`src/rtl/vga_pixel_unpack_if.sv`:
```
`default_nettype none
// ============================================================================
//  Module      : vga_pixel_unpack_if
//  Description : Bundle of the FIFO read side, the pixel request/response
//                path and the underflow statistics of vga_pixel_unpack.
//                The slave modport is the unpacker; the master modport is
//                its environment (FIFO owner, timing generator, CSR read).
//  Revision    : 1.0 - initial release
// ============================================================================
interface vga_pixel_unpack_if #(
  parameter int CNT_W = 16
);

  // FIFO read side
  logic             data_fifo_empty;
  logic [127:0]     ddr_fifo_rd_data;
  logic             vga_rd_valid;

  // Timing generator side
  logic             pixel_req;
  logic             frame_start;
  logic [7:0]       pix_r;
  logic [7:0]       pix_g;
  logic [7:0]       pix_b;
  logic             pix_valid;

  // Per-frame statistics
  logic             underflow;
  logic [CNT_W-1:0] underflow_cnt;

  modport slave (
    input  data_fifo_empty,
    input  ddr_fifo_rd_data,
    output vga_rd_valid,
    input  pixel_req,
    input  frame_start,
    output pix_r,
    output pix_g,
    output pix_b,
    output pix_valid,
    output underflow,
    output underflow_cnt
  );

  modport master (
    output data_fifo_empty,
    output ddr_fifo_rd_data,
    input  vga_rd_valid,
    output pixel_req,
    output frame_start,
    input  pix_r,
    input  pix_g,
    input  pix_b,
    input  pix_valid,
    input  underflow,
    input  underflow_cnt
  );

endinterface
`default_nettype wire

```
`src/rtl/vga_pixel_unpack.sv`:
```
`default_nettype none
// ============================================================================
//  Module      : vga_pixel_unpack
//  Description : Unpacks 128-bit DDR3 read words (4 x 32-bit RGB lanes,
//                lane 0 first) into one 24-bit pixel per requested cycle.
//                Keeps a 2-word buffer, issues FIFO reads only when a slot
//                is guaranteed, substitutes UNDERFLOW_RGB when starved and
//                counts starved pixels per frame.
//  Revision    : 1.0 - initial release
// ============================================================================
module vga_pixel_unpack #(
  parameter logic [23:0] UNDERFLOW_RGB = 24'hFF00FF,
  parameter int          CNT_W         = 16
) (
  input  logic              vga_clk,
  input  logic              vga_reset,
  vga_pixel_unpack_if.slave bus
);

  localparam logic [CNT_W-1:0] CNT_MAX = '1;
  localparam logic [CNT_W-1:0] CNT_ONE = {{(CNT_W-1){1'b0}}, 1'b1};

  // --------------------------------------------------------------------------
  // State
  // --------------------------------------------------------------------------
  // Buffered words keep only the 24 colour bits of each lane (96 bits).
  logic [95:0]      word_q [2];
  logic [95:0]      word_d [2];
  logic             head_q, head_d;
  logic             tail_q, tail_d;
  logic [1:0]       occ_q, occ_d;        // buffered words, 0..2
  logic [1:0]       lane_q, lane_d;      // next lane of the head word
  logic             inflight_q, inflight_d;

  logic [23:0]      pix_rgb_q, pix_rgb_d;
  logic             pix_valid_q, pix_valid_d;
  logic             underflow_q, underflow_d;
  logic [CNT_W-1:0] underflow_cnt_q, underflow_cnt_d;

  // --------------------------------------------------------------------------
  // Combinational helpers
  // --------------------------------------------------------------------------
  logic [2:0]       committed;           // buffered words plus word on the bus
  logic             rd_strobe;
  logic [95:0]      word_in;
  logic [95:0]      head_word;
  logic [23:0]      lane_rgb;
  logic             have_pixel;
  logic             pix_take;
  logic             pix_starve;
  logic             head_pop;

  // The top byte of every lane carries no colour information.
  logic             unused_lane_msbs;
  assign unused_lane_msbs = ^{bus.ddr_fifo_rd_data[127:120],
                              bus.ddr_fifo_rd_data[95:88],
                              bus.ddr_fifo_rd_data[63:56],
                              bus.ddr_fifo_rd_data[31:24]};

  // Read issue: a pop is only requested when a buffer slot is already
  // reserved for it, counting the word still travelling on the bus.
  always_comb begin
    committed = {1'b0, occ_q} + {2'b00, inflight_q};
    rd_strobe = !vga_reset && !bus.data_fifo_empty && (committed < 3'd2);
  end

  // Strip the unused lane bytes and select the current lane of the head word.
  always_comb begin
    word_in   = {bus.ddr_fifo_rd_data[119:96], bus.ddr_fifo_rd_data[87:64],
                 bus.ddr_fifo_rd_data[55:32],  bus.ddr_fifo_rd_data[23:0]};
    head_word = word_q[head_q];
    case (lane_q)
      2'd0:    lane_rgb = head_word[23:0];
      2'd1:    lane_rgb = head_word[47:24];
      2'd2:    lane_rgb = head_word[71:48];
      default: lane_rgb = head_word[95:72];
    endcase
  end

  // Capture the word returned for last cycle's strobe into the tail slot.
  always_comb begin
    word_d[0]  = word_q[0];
    word_d[1]  = word_q[1];
    tail_d     = tail_q;
    inflight_d = rd_strobe;
    if (inflight_q) begin
      word_d[tail_q] = word_in;
      tail_d         = ~tail_q;
    end
  end

  // Pixel output, lane advance and head pop. A word captured this cycle is
  // not visible yet, so an empty buffer always yields the underflow colour.
  always_comb begin
    have_pixel  = (occ_q != 2'd0);
    pix_take    = bus.pixel_req && have_pixel;
    pix_starve  = bus.pixel_req && !have_pixel;
    head_pop    = pix_take && (lane_q == 2'd3);

    lane_d      = lane_q;
    head_d      = head_q;
    pix_rgb_d   = 24'h000000;
    pix_valid_d = bus.pixel_req;

    if (pix_take) begin
      pix_rgb_d = lane_rgb;
      lane_d    = lane_q + 2'd1;           // 3 wraps to 0 with the pop
      if (head_pop) begin
        head_d = ~head_q;
      end
    end else if (pix_starve) begin
      pix_rgb_d = UNDERFLOW_RGB;
    end
  end

  // Occupancy: a capture and a pop in the same cycle cancel out.
  always_comb begin
    occ_d = occ_q;
    case ({inflight_q, head_pop})
      2'b10:   occ_d = occ_q + 2'd1;
      2'b01:   occ_d = occ_q - 2'd1;
      default: occ_d = occ_q;
    endcase
  end

  // Underflow statistics; an underflow coincident with frame_start belongs
  // to the new frame.
  always_comb begin
    underflow_d     = underflow_q;
    underflow_cnt_d = underflow_cnt_q;
    if (bus.frame_start) begin
      underflow_d     = pix_starve;
      underflow_cnt_d = pix_starve ? CNT_ONE : '0;
    end else if (pix_starve) begin
      underflow_d = 1'b1;
      if (underflow_cnt_q != CNT_MAX) begin
        underflow_cnt_d = underflow_cnt_q + CNT_ONE;
      end
    end
  end

  // State register with synchronous reset; a word arriving during reset
  // is dropped because inflight is cleared.
  always_ff @(posedge vga_clk) begin
    if (vga_reset) begin
      word_q[0]       <= '0;
      word_q[1]       <= '0;
      head_q          <= 1'b0;
      tail_q          <= 1'b0;
      occ_q           <= 2'd0;
      lane_q          <= 2'd0;
      inflight_q      <= 1'b0;
      pix_rgb_q       <= 24'h000000;
      pix_valid_q     <= 1'b0;
      underflow_q     <= 1'b0;
      underflow_cnt_q <= '0;
    end else begin
      word_q[0]       <= word_d[0];
      word_q[1]       <= word_d[1];
      head_q          <= head_d;
      tail_q          <= tail_d;
      occ_q           <= occ_d;
      lane_q          <= lane_d;
      inflight_q      <= inflight_d;
      pix_rgb_q       <= pix_rgb_d;
      pix_valid_q     <= pix_valid_d;
      underflow_q     <= underflow_d;
      underflow_cnt_q <= underflow_cnt_d;
    end
  end

  // --------------------------------------------------------------------------
  // Outputs
  // --------------------------------------------------------------------------
  assign bus.vga_rd_valid  = rd_strobe;
  assign bus.pix_r         = pix_rgb_q[23:16];
  assign bus.pix_g         = pix_rgb_q[15:8];
  assign bus.pix_b         = pix_rgb_q[7:0];
  assign bus.pix_valid     = pix_valid_q;
  assign bus.underflow     = underflow_q;
  assign bus.underflow_cnt = underflow_cnt_q;

endmodule
`default_nettype wire
```
`src/flat_wrapper.sv`:
```
// flat-port wrapper written by rule: the top's interface ports become plain ports
module vga_pixel_unpack_flat 
#(
  parameter logic [23:0] UNDERFLOW_RGB = 24'hFF00FF,
  parameter int          CNT_W         = 16
)
  (vga_clk, vga_reset, bus_data_fifo_empty, bus_ddr_fifo_rd_data, bus_vga_rd_valid, bus_pixel_req, bus_frame_start, bus_pix_r, bus_pix_g, bus_pix_b, bus_pix_valid, bus_underflow, bus_underflow_cnt);
  vga_pixel_unpack_if #(.CNT_W(CNT_W)) bus_i ();
  input  logic vga_clk;
  input  logic vga_reset;
  input wire logic [$bits(bus_i.data_fifo_empty)-1:0] bus_data_fifo_empty;
  input wire logic [$bits(bus_i.ddr_fifo_rd_data)-1:0] bus_ddr_fifo_rd_data;
  output wire logic [$bits(bus_i.vga_rd_valid)-1:0] bus_vga_rd_valid;
  input wire logic [$bits(bus_i.pixel_req)-1:0] bus_pixel_req;
  input wire logic [$bits(bus_i.frame_start)-1:0] bus_frame_start;
  output wire logic [$bits(bus_i.pix_r)-1:0] bus_pix_r;
  output wire logic [$bits(bus_i.pix_g)-1:0] bus_pix_g;
  output wire logic [$bits(bus_i.pix_b)-1:0] bus_pix_b;
  output wire logic [$bits(bus_i.pix_valid)-1:0] bus_pix_valid;
  output wire logic [$bits(bus_i.underflow)-1:0] bus_underflow;
  output wire logic [$bits(bus_i.underflow_cnt)-1:0] bus_underflow_cnt;
  assign bus_i.data_fifo_empty = bus_data_fifo_empty;
  assign bus_i.ddr_fifo_rd_data = bus_ddr_fifo_rd_data;
  assign bus_vga_rd_valid = bus_i.vga_rd_valid;
  assign bus_i.pixel_req = bus_pixel_req;
  assign bus_i.frame_start = bus_frame_start;
  assign bus_pix_r = bus_i.pix_r;
  assign bus_pix_g = bus_i.pix_g;
  assign bus_pix_b = bus_i.pix_b;
  assign bus_pix_valid = bus_i.pix_valid;
  assign bus_underflow = bus_i.underflow;
  assign bus_underflow_cnt = bus_i.underflow_cnt;
  vga_pixel_unpack #(.UNDERFLOW_RGB(UNDERFLOW_RGB), .CNT_W(CNT_W)) u_core (.vga_clk(vga_clk), .vga_reset(vga_reset), .bus(bus_i));
endmodule
```
`config.mk`:
```
export PLATFORM = sky130hd
export DESIGN_NAME = vga_pixel_unpack_flat
export DESIGN_NICKNAME = d
export VERILOG_FILES = /design/src/rtl/vga_pixel_unpack_if.sv /design/src/rtl/vga_pixel_unpack.sv /design/src/flat_wrapper.sv
export SDC_FILE = /design/constraint.sdc
export NUM_CORES = 1
export LEC_CHECK = 0
export ABC_AREA = 1
export BUFFER_PORTS_ARGS = -buffer_cell sky130_fd_sc_hd__buf_2
export CORE_MARGIN = 2
export CORE_UTILIZATION = 60
export DETAILED_ROUTE_END_ITERATION = 7
export PLACE_DENSITY = 0.85
export SETUP_SLACK_MARGIN = 0.2
export SLEW_MARGIN = 5
export SYNTH_ARGS = -nofsm -noshare
export SYNTH_HDL_FRONTEND = slang
export SYNTH_SLANG_ARGS = --single-unit
```
`constraint.sdc`:
```
create_clock -name vga_clk -period 2.7 [get_ports vga_clk]
set_clock_uncertainty 0.15 [all_clocks]
set_input_delay 0.27 -clock vga_clk [delete_from_list [all_inputs] [get_ports vga_clk]]
set_output_delay 0.27 -clock vga_clk [all_outputs]
set_load 0.02 [all_outputs]
```
== Word-level counts from Yosys, hierarchy flattened ==
Memory sizes are Yosys's and may differ from the RTL's. A register that Yosys moved wholly into a read port is not among the register bits.
Cells that the tools add are included.
Word-level totals
  bits in registers: 49
  latch bits: 0
  RAM bits: 192
  memory bits (read-only): 0
  bits of input ports: 133
  output and inout bits: 43
  logic and storage cells: 66
  memories: 1
Memory list
  u_core.word_q: words 2, width 96, rd ports 3, clocked after Yosys merged registers in 1, write ports 2, line vga_pixel_unpack.sv:27  | logic [95:0] word_q [2];
Operators by class
  add/subtract/negate cells: 5
  multipliers: 0
  div/mod/pow operators: 0
  magnitude comparators: 3
  equal/unequal tests: 6
  shift operators: 0
  mux-type cells: 21
  bitwise logic cells: 5
  reductions and logical operators: 16
Operator list (count)
  $mux W96: 3
  $bwmux W192: 1
  $mux W192: 1
  $demux W96 S1: 1
  $pmux W24 S3: 1
  $mux W16: 3
  $mux W24: 2
  $add A16 B1 Y16 const B: 1
  $ne A16 B16 Y1 const B: 1
  $mux W1: 8
  $reduce_bool A2 Y1: 4
  $eq A2 B2 Y1 const B: 3
  $logic_and A1 B1 Y1: 6
  $add A2 B1 Y2 const B: 2
  $eq A2 B1 Y1 const B: 2
  $pmux W2 S2: 1
  $reduce_and A2 Y1: 2
  $add A2 B1 Y3: 1
  $logic_not A1 Y1: 3
  $lt A3 B2 Y1 const B: 1
  $ge A2 B2 Y1 const B: 1
  $logic_not A2 Y1: 1
  $lt A2 B1 Y1 const B: 1
  $not A1 Y1: 2
  other kinds (3): 4

== Depth between registers and ports, before layout ==
Gate-level depths: netlist of run 1.
  depth in word-level cells: 8
  gate-level depth with buffers: 10
  mapped depth without buffers: 10

== Worst setup path before layout of run 1 ==
OpenSTA, ideal clock, no wires.
  kind: input-to-output
  start: input vga_reset
  end: output bus_vga_rd_valid
  arrival time: 1.560 ns
  path slack: 0.720 ns
  stages: 2
  buffers on the path: 1
  cells stage by stage: clkbuf_1 -> a2111oi_0
On the way
  longest elaborated chain between the ends: 3
Ends and longest elaborated chain
  from (decl): line flat_wrapper.sv:10  | input logic vga_reset;
  $logic_not A1 Y1: line vga_pixel_unpack.sv:64  | rd_strobe = !vga_reset && !bus.data_fifo_empty && (committed < 3'd2);
  $logic_and A1 B1 Y1 (2 in series): line vga_pixel_unpack.sv:64
  to (decl): line flat_wrapper.sv:13  | output wire logic [$bits(bus_i.vga_rd_valid)-1:0] bus_vga_rd_valid;
No other way between the ends.

== Worst setup path after layout of run 1 ==
  start: register u_core.occ_q[0]
  end: register u_core.occ_q[1]
On the way
  longest elaborated chain between the ends: 5
  elaborated cells between the ends (all ways): 9
  those cells by class: 2 x add/sub; 2 x eq/ne; 1 x mux; 4 x reduce/logical
Ends and longest elaborated chain
  from (decl): line vga_pixel_unpack.sv:31  | logic [1:0] occ_q, occ_d;
  from (signal assigned): line vga_pixel_unpack.sv:150  | occ_q <= 2'd0;
  from (signal assigned): line vga_pixel_unpack.sv:162  | occ_q <= occ_d;
  $reduce_bool A2 Y1: line vga_pixel_unpack.sv:95  | have_pixel = (occ_q != 2'd0);
  $logic_and A1 B1 Y1: line vga_pixel_unpack.sv:96  | pix_take = bus.pixel_req && have_pixel;
  $logic_and A1 B1 Y1: line vga_pixel_unpack.sv:98  | head_pop = pix_take && (lane_q == 2'd3);
  $eq A2 B1 Y1 or $eq A2 B2 Y1 (tied branches): line vga_pixel_unpack.sv:119  | case ({inflight_q, head_pop})
  $pmux W2 S2 or $reduce_bool A2 Y1 (tied branches)
Parallel ways exist; a longest one is shown, timed or not.
A chain may end at the register's enable or synchronous reset.

==> results of run 1 <==
cell families after synthesis:
logic type | share of synthesized area (%)
adder cells (fa/ha/maj) | 0.859
AND/OR/NAND/NOR | 16.2
AO/OA/AOI/OAI | 26.1
buffers and inverters | 9.06
flip-flops | 47.5
XOR/XNOR | 0.172
flip-flops by register name, indices dropped and copies added, names as in the netlist, named ones only:
name and flops:
u_core.tail_q 1, u_core.inflight_q 1, u_core.head_q 1, u_core.pix_rgb_q 24, u_core.bus.underflow 1, u_core.bus.underflow_cnt 16, u_core.word_q 192, u_core.occ_q 2
u_core.bus.pix_valid 1, u_core.lane_q 2
how the worst max path moves through the flow:
stage | start | endpoint | cells past startpoint
CTS | u_core.occ_q[0]$_SDFFE_PP0P_ | u_core.occ_q[1]$_SDFFE_PP0P_ | 10
finish | u_core.occ_q[0]$_SDFFE_PP0P_ | u_core.occ_q[1]$_SDFFE_PP0P_ | 10
detailed placement | u_core.occ_q[0]$_SDFFE_PP0P_ | u_core.occ_q[1]$_SDFFE_PP0P_ | 10
global placement | u_core.occ_q[0]$_SDFFE_PP0P_ | u_core.occ_q[1]$_SDFFE_PP0P_ | 10
global route | u_core.occ_q[0]$_SDFFE_PP0P_ | u_core.occ_q[1]$_SDFFE_PP0P_ | 10
floorplan | vga_reset | bus_vga_rd_valid | 2
area by class of cell:
cell class | count | share of cell area [%]
clock inverter | 1 | 0.0393
inverter | 138 | 4.10
timing repair buffer | 267 | 15.1
tap | 220 | 2.16
clock buffer | 36 | 5.78
multi-input combinational | 931 | 34.8
antenna | 2 | 0.0393
sequential | 242 | 38.0
worst max-delay path: cells and delay by family (launching register included):
kind                       cells  cell delay [ps]
DFF                            1              380
buffers and inverters          2              130
adders and majority gates      1              300
AOI/OAI and AO/OA              4              430
and+or+nand+nor                3              760
synth_stat cells (4+ instances only):
library cell	number
clkbuf_1	61
nor2_1	263
ha_1	7
o221ai_1	17
buf_2	23
nand3_1	22
nand2_1	111
buf_1	8
inv_1	133
nand2_2	6
a21oi_1	188
o21ai_0	278
dfxtp_1	242
nand4_1	4
o211ai_1	16
through the flow:
| stage | power (mW) | cell area (µm²) | util (%) |
|---|---|---|---|
| after floorplan | 4.48 | 10200 | - |
| after global placement | 4.78 | 11000 | 66.3 |
| after detailed placement | 4.81 | 11000 | 66.3 |
| after CTS | 8.06 | 12700 | 76.8 |
| after global routing | 8.39 | 12700 | 76.8 |
| final | 8.12 | 12700 | 76.8 |
power breakdown:
part           switching (mW)  leakage [nW]  internal (mW)
Clock                    1.36         0.367           1.86
Sequential              0.100          1.98           3.77
Combinational           0.630          3.01          0.395
routing by layer:
metal / routed length [µm] / vias up / share of wire [%]
li1: - / 5020 / -
met1: 12200 / 4803 / 40
met2: 14700 / 497 / 48
met3: 2140 / 107 / 7.0
met4: 1310 / 0 / 4.3
met5: 0 / - / 0
what timing repair did:
item / in CTS / in global routing
hold buffers: 100 / 0
endpoints found under the hold margin: 202 / 0
setup endpoints to repair: 0 / 0
==> metrics.txt, run 1 <==
setup tns final 0 ps; CTS-repair resized insts 0; Worst Hold Margin 298 ps; cells traversed along the worst timing path nor2_4 > nor2_1 > nand2_1 > inv_1 > ha_1 > a21oi_1 > o21ai_0 > inv_1 > o21ai_0 > a21oi_1; Placement Rows 47; vias in the first global route 9602; max-slew violation count 0; Synth area leader dfxtp_1; final routed wire length divided by cell count 16.5 µm; critical-path maximum fanout 19; worst slack after detailed placement 549 ps; Clock Tree Buf Depth 3; portion of the clock cycle consumed by the worst path in the final layout 82.8%; Clock Root Buffer clkbuf_16; overall die width 134 µm; worst stage delay on the critical path 450 ps; highest-count cells in the layout ignoring fill and taps 278 x o21ai_0, 263 x nor2_1, 241 x dfxtp_1, 188 x a21oi_1, 143 x buf_2; Register Area 0.00485 mm²; leakage component of the power 5.36 nW; final number of setup-violating endpoints 0; shortest period the worst path allows 2240 ps; Main synth FF type dfxtp_1; wire length of the first global-routing pass 48.4 mm; most crowded layer after global routing met2; worst skew pair latency 520 ps; total number of clock tree sinks 242; average size of a mapped cell 7.24 µm²; Critical Path Source Type flip-flop; critical register-to-register path endpoint u_core.occ_q[1]$_SDFFE_PP0P_; share of the synthesized area in the top cell type 47.5%; met1 layer usage reported by global route 42.1%; total number of nets in the final design 1744; Non-Filler Instances 1837; via count 10400; max-slew headroom at the worst pin 46.3%; flop and latch count out of synthesis 242; unrepaired setup endpoints after global routing no; initial antenna violation count 1; share of final-layout standard cells stronger than drive strength 1 13.7%; met3 track demand over resource 4.31%; per-cell via count in the routed design 5.68; number of distinct library cell variants in the gate-level netlist after synthesis 32; die outline area 0.0180 mm²; HP Class reg2reg; Clock H-tree levels 1; Max IR drop VDD 0.515 mV; crit path setup slack, layout 465 ps; number of flops mapped to enable cells by yosys 0; share of synthesized flip-flops with an asynchronous set or reset 0%; worst-case reg-to-reg path depth 10; Clk pin slew, worst setup/hold paths 60 ps; cell with the largest stage delay on the worst path nor2_4; initial standard-cell utilization of the core 61.4%; remaining number of nets flagged by the antenna check after routing 0; Endpoint, Worst Hold u_core.word_q[1][73]$_SDFFE_PP0P_; result of the run finished clean; total area of multi-input combinational cells 0.00443 mm²; remaining routing DRC violations 0; largest net degree at the start of global routing 131; Buffers on Ports 143; worst r2r src u_core.occ_q[0]$_SDFFE_PP0P_; most common cell after layout, fill and taps aside o21ai_0; area of the core 0.0166 mm²; maximum achievable frequency 0.447 GHz; CTS tree done; max-cap violations 0; total routed wirelength 30.4 mm; vertical die dimension 134 µm; sequential fraction of the synthesis area 47.5%; number of nets in the synthesized netlist 1547; kind of critical path reg2reg; cell total after placement 1698; Worst Min Path Start u_core.word_q[1][73]$_SDFFE_PP0P_; final number of hold-violating endpoints 0; RD Place Congestion 0.847; number of instances in the synthesized netlist 1407; aggregate global-route resource usage 33.0%; CP Data Required Time 2980 ps; met2 track demand over resource in global routing 56.1%; hold path depth 2; clock buffers created by TritonCTS 24; Worst Tran Pin Value 805 ps; placed wire-length estimate after detailed placement 17.3 mm; crit path capture type flip-flop; number of warnings reported in the yosys synthesis log 0; Arrival @ worst endpoint 2520 ps; total congestion overflow after global routing 0; fill count 1181; top-level port count 176; DRT Pass-1 Iters 6; setup slack on the worst flop-to-flop path 460 ps; synthesized area 0.0102 mm²; First DRT Iteration DRCs 1185; Post-CTS Setup Repair Bufs 0; Layout Area Growth over Synthesis 25.0%; synth top area cells dfxtp_1 48%, o21ai_0 14%, nor2_1 9.7%; areal power density over the cells 637 mW/mm²
Power figures use the tool's default switching activity.
==> inputs of run 2 (changes only) <==
--- a/config.mk
+++ b/config.mk
@@ -8,9 +8,9 @@
 export ABC_AREA = 1
 export BUFFER_PORTS_ARGS = -buffer_cell sky130_fd_sc_hd__buf_2
 export CORE_MARGIN = 2
-export CORE_UTILIZATION = 60
+export CORE_UTILIZATION = 51
 export DETAILED_ROUTE_END_ITERATION = 7
-export PLACE_DENSITY = 0.85
+export PLACE_DENSITY = 0.77
 export SETUP_SLACK_MARGIN = 0.2
 export SLEW_MARGIN = 5
 export SYNTH_ARGS = -nofsm -noshare
==> constraint.sdc (replaced) <==
create_clock -name vga_clk -period 1.96 [get_ports vga_clk]
set_clock_uncertainty 0.15 [all_clocks]
set_input_delay 0.196 -clock vga_clk [delete_from_list [all_inputs] [get_ports vga_clk]]
set_output_delay 0.196 -clock vga_clk [all_outputs]
set_load 0.02 [all_outputs]
==> metrics.txt, run 2 (synthesis results as in run 1) <==
setup tns final 0 ps (unchanged); result of the run finished clean; number of inserted diodes 0 (-2); worst slack after detailed placement 103 ps (-445 ps); highest-count cells in the layout ignoring fill and taps 267 x o21ai_0, 259 x nor2_1, 236 x dfxtp_1, 185 x a21oi_1, 142 x buf_2; areal power density over the cells 877 mW/mm² (+38%); Clock power frac 41.5% (+1.8 points); CTS tree done; initial antenna violation count 0 (-1); remaining number of nets flagged by the antenna check after routing 0 (unchanged); share of total power in combinational logic 13.0% (+0.4 points); area of the core 0.0195 mm² (+18%); die outline area 0.0211 mm² (+17%); Critical Path Source Type flip-flop; shortest period the worst path allows 1790 ps; crit path capture type output pin; Layout Area Growth over Synthesis 30.9%; share of final-layout standard cells stronger than drive strength 1 16.5% (+2.9 points); Arrival @ worst endpoint 1450 ps (-1070 ps); Max IR drop VDD 0.645 mV (+25%); aggregate global-route resource usage 27.4% (-5.6 points); maximum achievable frequency 0.558 GHz; unrepaired setup endpoints after global routing yes; Placement Rows 51 (+8.5%); RD Place Congestion 0.876 (+3.4%); total congestion overflow after global routing 0 (unchanged); HP Class in2reg; CP Data Required Time 1610 ps (-1370 ps); placed wire-length estimate after detailed placement 18.5 mm (+6.5%); total number of nets in the final design 1773 (+1.7%); max-cap violations 0 (unchanged); max-slew headroom at the worst pin 64.4% (+18 points); final routed wire length divided by cell count 15.9 µm (-4.1%); leakage component of the power 5.59 nW (+4.3%); vias in the first global route 9700 (+1.0%); remaining routing DRC violations 0 (unchanged); switching power total 2.98 mW (+42%); Clock H-tree levels 1 (unchanged); P_int 8.73 mW (+45%); max reg flops 192 (unchanged); crit path setup slack, layout 167 ps (-298 ps); number of buffers and inverters on the critical path 2 (unchanged); vertical die dimension 145 µm (+8.2%); Worst Tran Pin Value 533 ps (-272 ps); final number of hold-violating endpoints 0 (unchanged); Clock Root Buffer clkbuf_16; max-slew violation count 0 (unchanged); per-cell via count in the routed design 5.43 (-4.3%); total number of clock tree sinks 242 (unchanged); sequential power share 45.5% (-2.2 points); Clock Tree Buf Depth 3 (unchanged); DRT Pass-1 Iters 7 (+1); Buffers on Ports 143 (unchanged); critical-path maximum fanout 3 (-16); portion of the clock cycle consumed by the worst path in the final layout 91.5%; register bank with the most flops u_core.word_q; kind of critical path reg2out; crit-path leading delay family flip-flops; clock buffers created by TritonCTS 26 (+8.3%); Worst Hold Margin 102 ps (-195 ps); Clk pin slew, worst setup/hold paths 60 ps (about the same); cell with the largest stage delay on the worst path dfxtp_2; Non-Filler Instances 1915 (+4.2%); worst stage delay on the critical path 330 ps (-120 ps); share of total power consumed by net switching 25.4% (-0.34 points); top-level port count 176 (unchanged); largest net degree at the start of global routing 81 (-38%); worst skew pair latency 520 ps (about the same); cell total after placement 1765 (+3.9%); wire length of the first global-routing pass 48.1 mm (-0.67%); cells traversed along the worst timing path buf_6 > a2111oi_4 > buf_4; total routed wirelength 30.4 mm (about the same); First DRT Iteration DRCs 907 (-23%); final number of setup-violating endpoints 0 (unchanged); most common cell after layout, fill and taps aside o21ai_0; overall die width 145 µm (+8.2%); initial standard-cell utilization of the core 52.2% (-9.3 points); via count 10400 (-0.26%)
run 2: changes by cell type in the layout (fill, tap and decap cells not counted), sizes merged:
cell	previous run	this run
clkbuf	36	41
diode	2	0
dlygate4sd3	100	102
buf	167	191
nand2	118	119
clkinv	4	6
bufinv	0	1
run 2: through the flow:
step                utilization [%]  power (mW)  instance area [µm²]
floorplan                         -        6.17                10200
global placement               58.0        6.66                11300
detailed placement             58.0        6.70                11300
CTS                            67.8        11.7                13200
global route                   68.3        12.1                13300
finish                         68.3        11.7                13300
run 2: per-layer routing:
metal | vias up | global-route usage (%) | share of wire, %
li1 | 5096 | - | -
met1 | 4779 | 35.6 | 43
met2 | 429 | 45.8 | 46
met3 | 96 | 4.23 | 6.6
met4 | 0 | 11.1 | 4.0
met5 | - | 0 | 0
run 2: what timing repair did:
action | in CTS | in global routing
gates cloned | 0 | 1
setup endpoints to repair | 24 | 51
endpoints found under the hold margin | 204 | 0
hold buffers | 102 | 0
buffers inserted | 1 | 1
resized for setup | 15 | 31
pin swaps | 4 | 11
run 2: layout make-up:
type | count | area [µm²]
Sequential cell | 242 | 4850
Clock inverter | 4 | 45.0
Inverter | 138 | 523
Clock buffer | 41 | 798
Multi-Input combinational cell | 932 | 4550
Fill cell | 1632 | 6180
Tap cell | 265 | 332
Timing Repair Buffer | 293 | 2240
run 2: power by group through the flow:
stage	clock (mW)	combinational (mW)	sequential (mW)
global placement	0	1.25	5.41
global route	5.07	1.68	5.35
detailed placement	0	1.28	5.42
finish	4.85	1.52	5.33
CTS	4.88	1.46	5.32
floorplan	0	0.727	5.45
run 2: final timing paths:
check,startpoint,endpoint,slack [ps],cells after the start
setup reg to reg,u_core.lane_q[0]$_SDFFE_PP0N_,u_core.pix_rgb_q[18]$_SDFF_PP0_,200,9
setup / recovery,u_core.occ_q[0]$_SDFFE_PP0P_,bus_vga_rd_valid,170,3
hold / removal,vga_reset,u_core.word_q[0][4]$_SDFFE_PP0P_,100,4
hold reg to reg,u_core.word_q[0][80]$_SDFFE_PP0P_,u_core.word_q[0][80]$_SDFFE_PP0P_,290,2
run 2: worst register-to-register path: stages, from the launching register on:
cell and delay, ps:
dfxtp_2 350, inv_1 70, ha_2 190, inv_2 80, buf_12 160, a21oi_1 50
o21ai_0 120, o211ai_1 250, nand2_1 150, a21oi_1 70
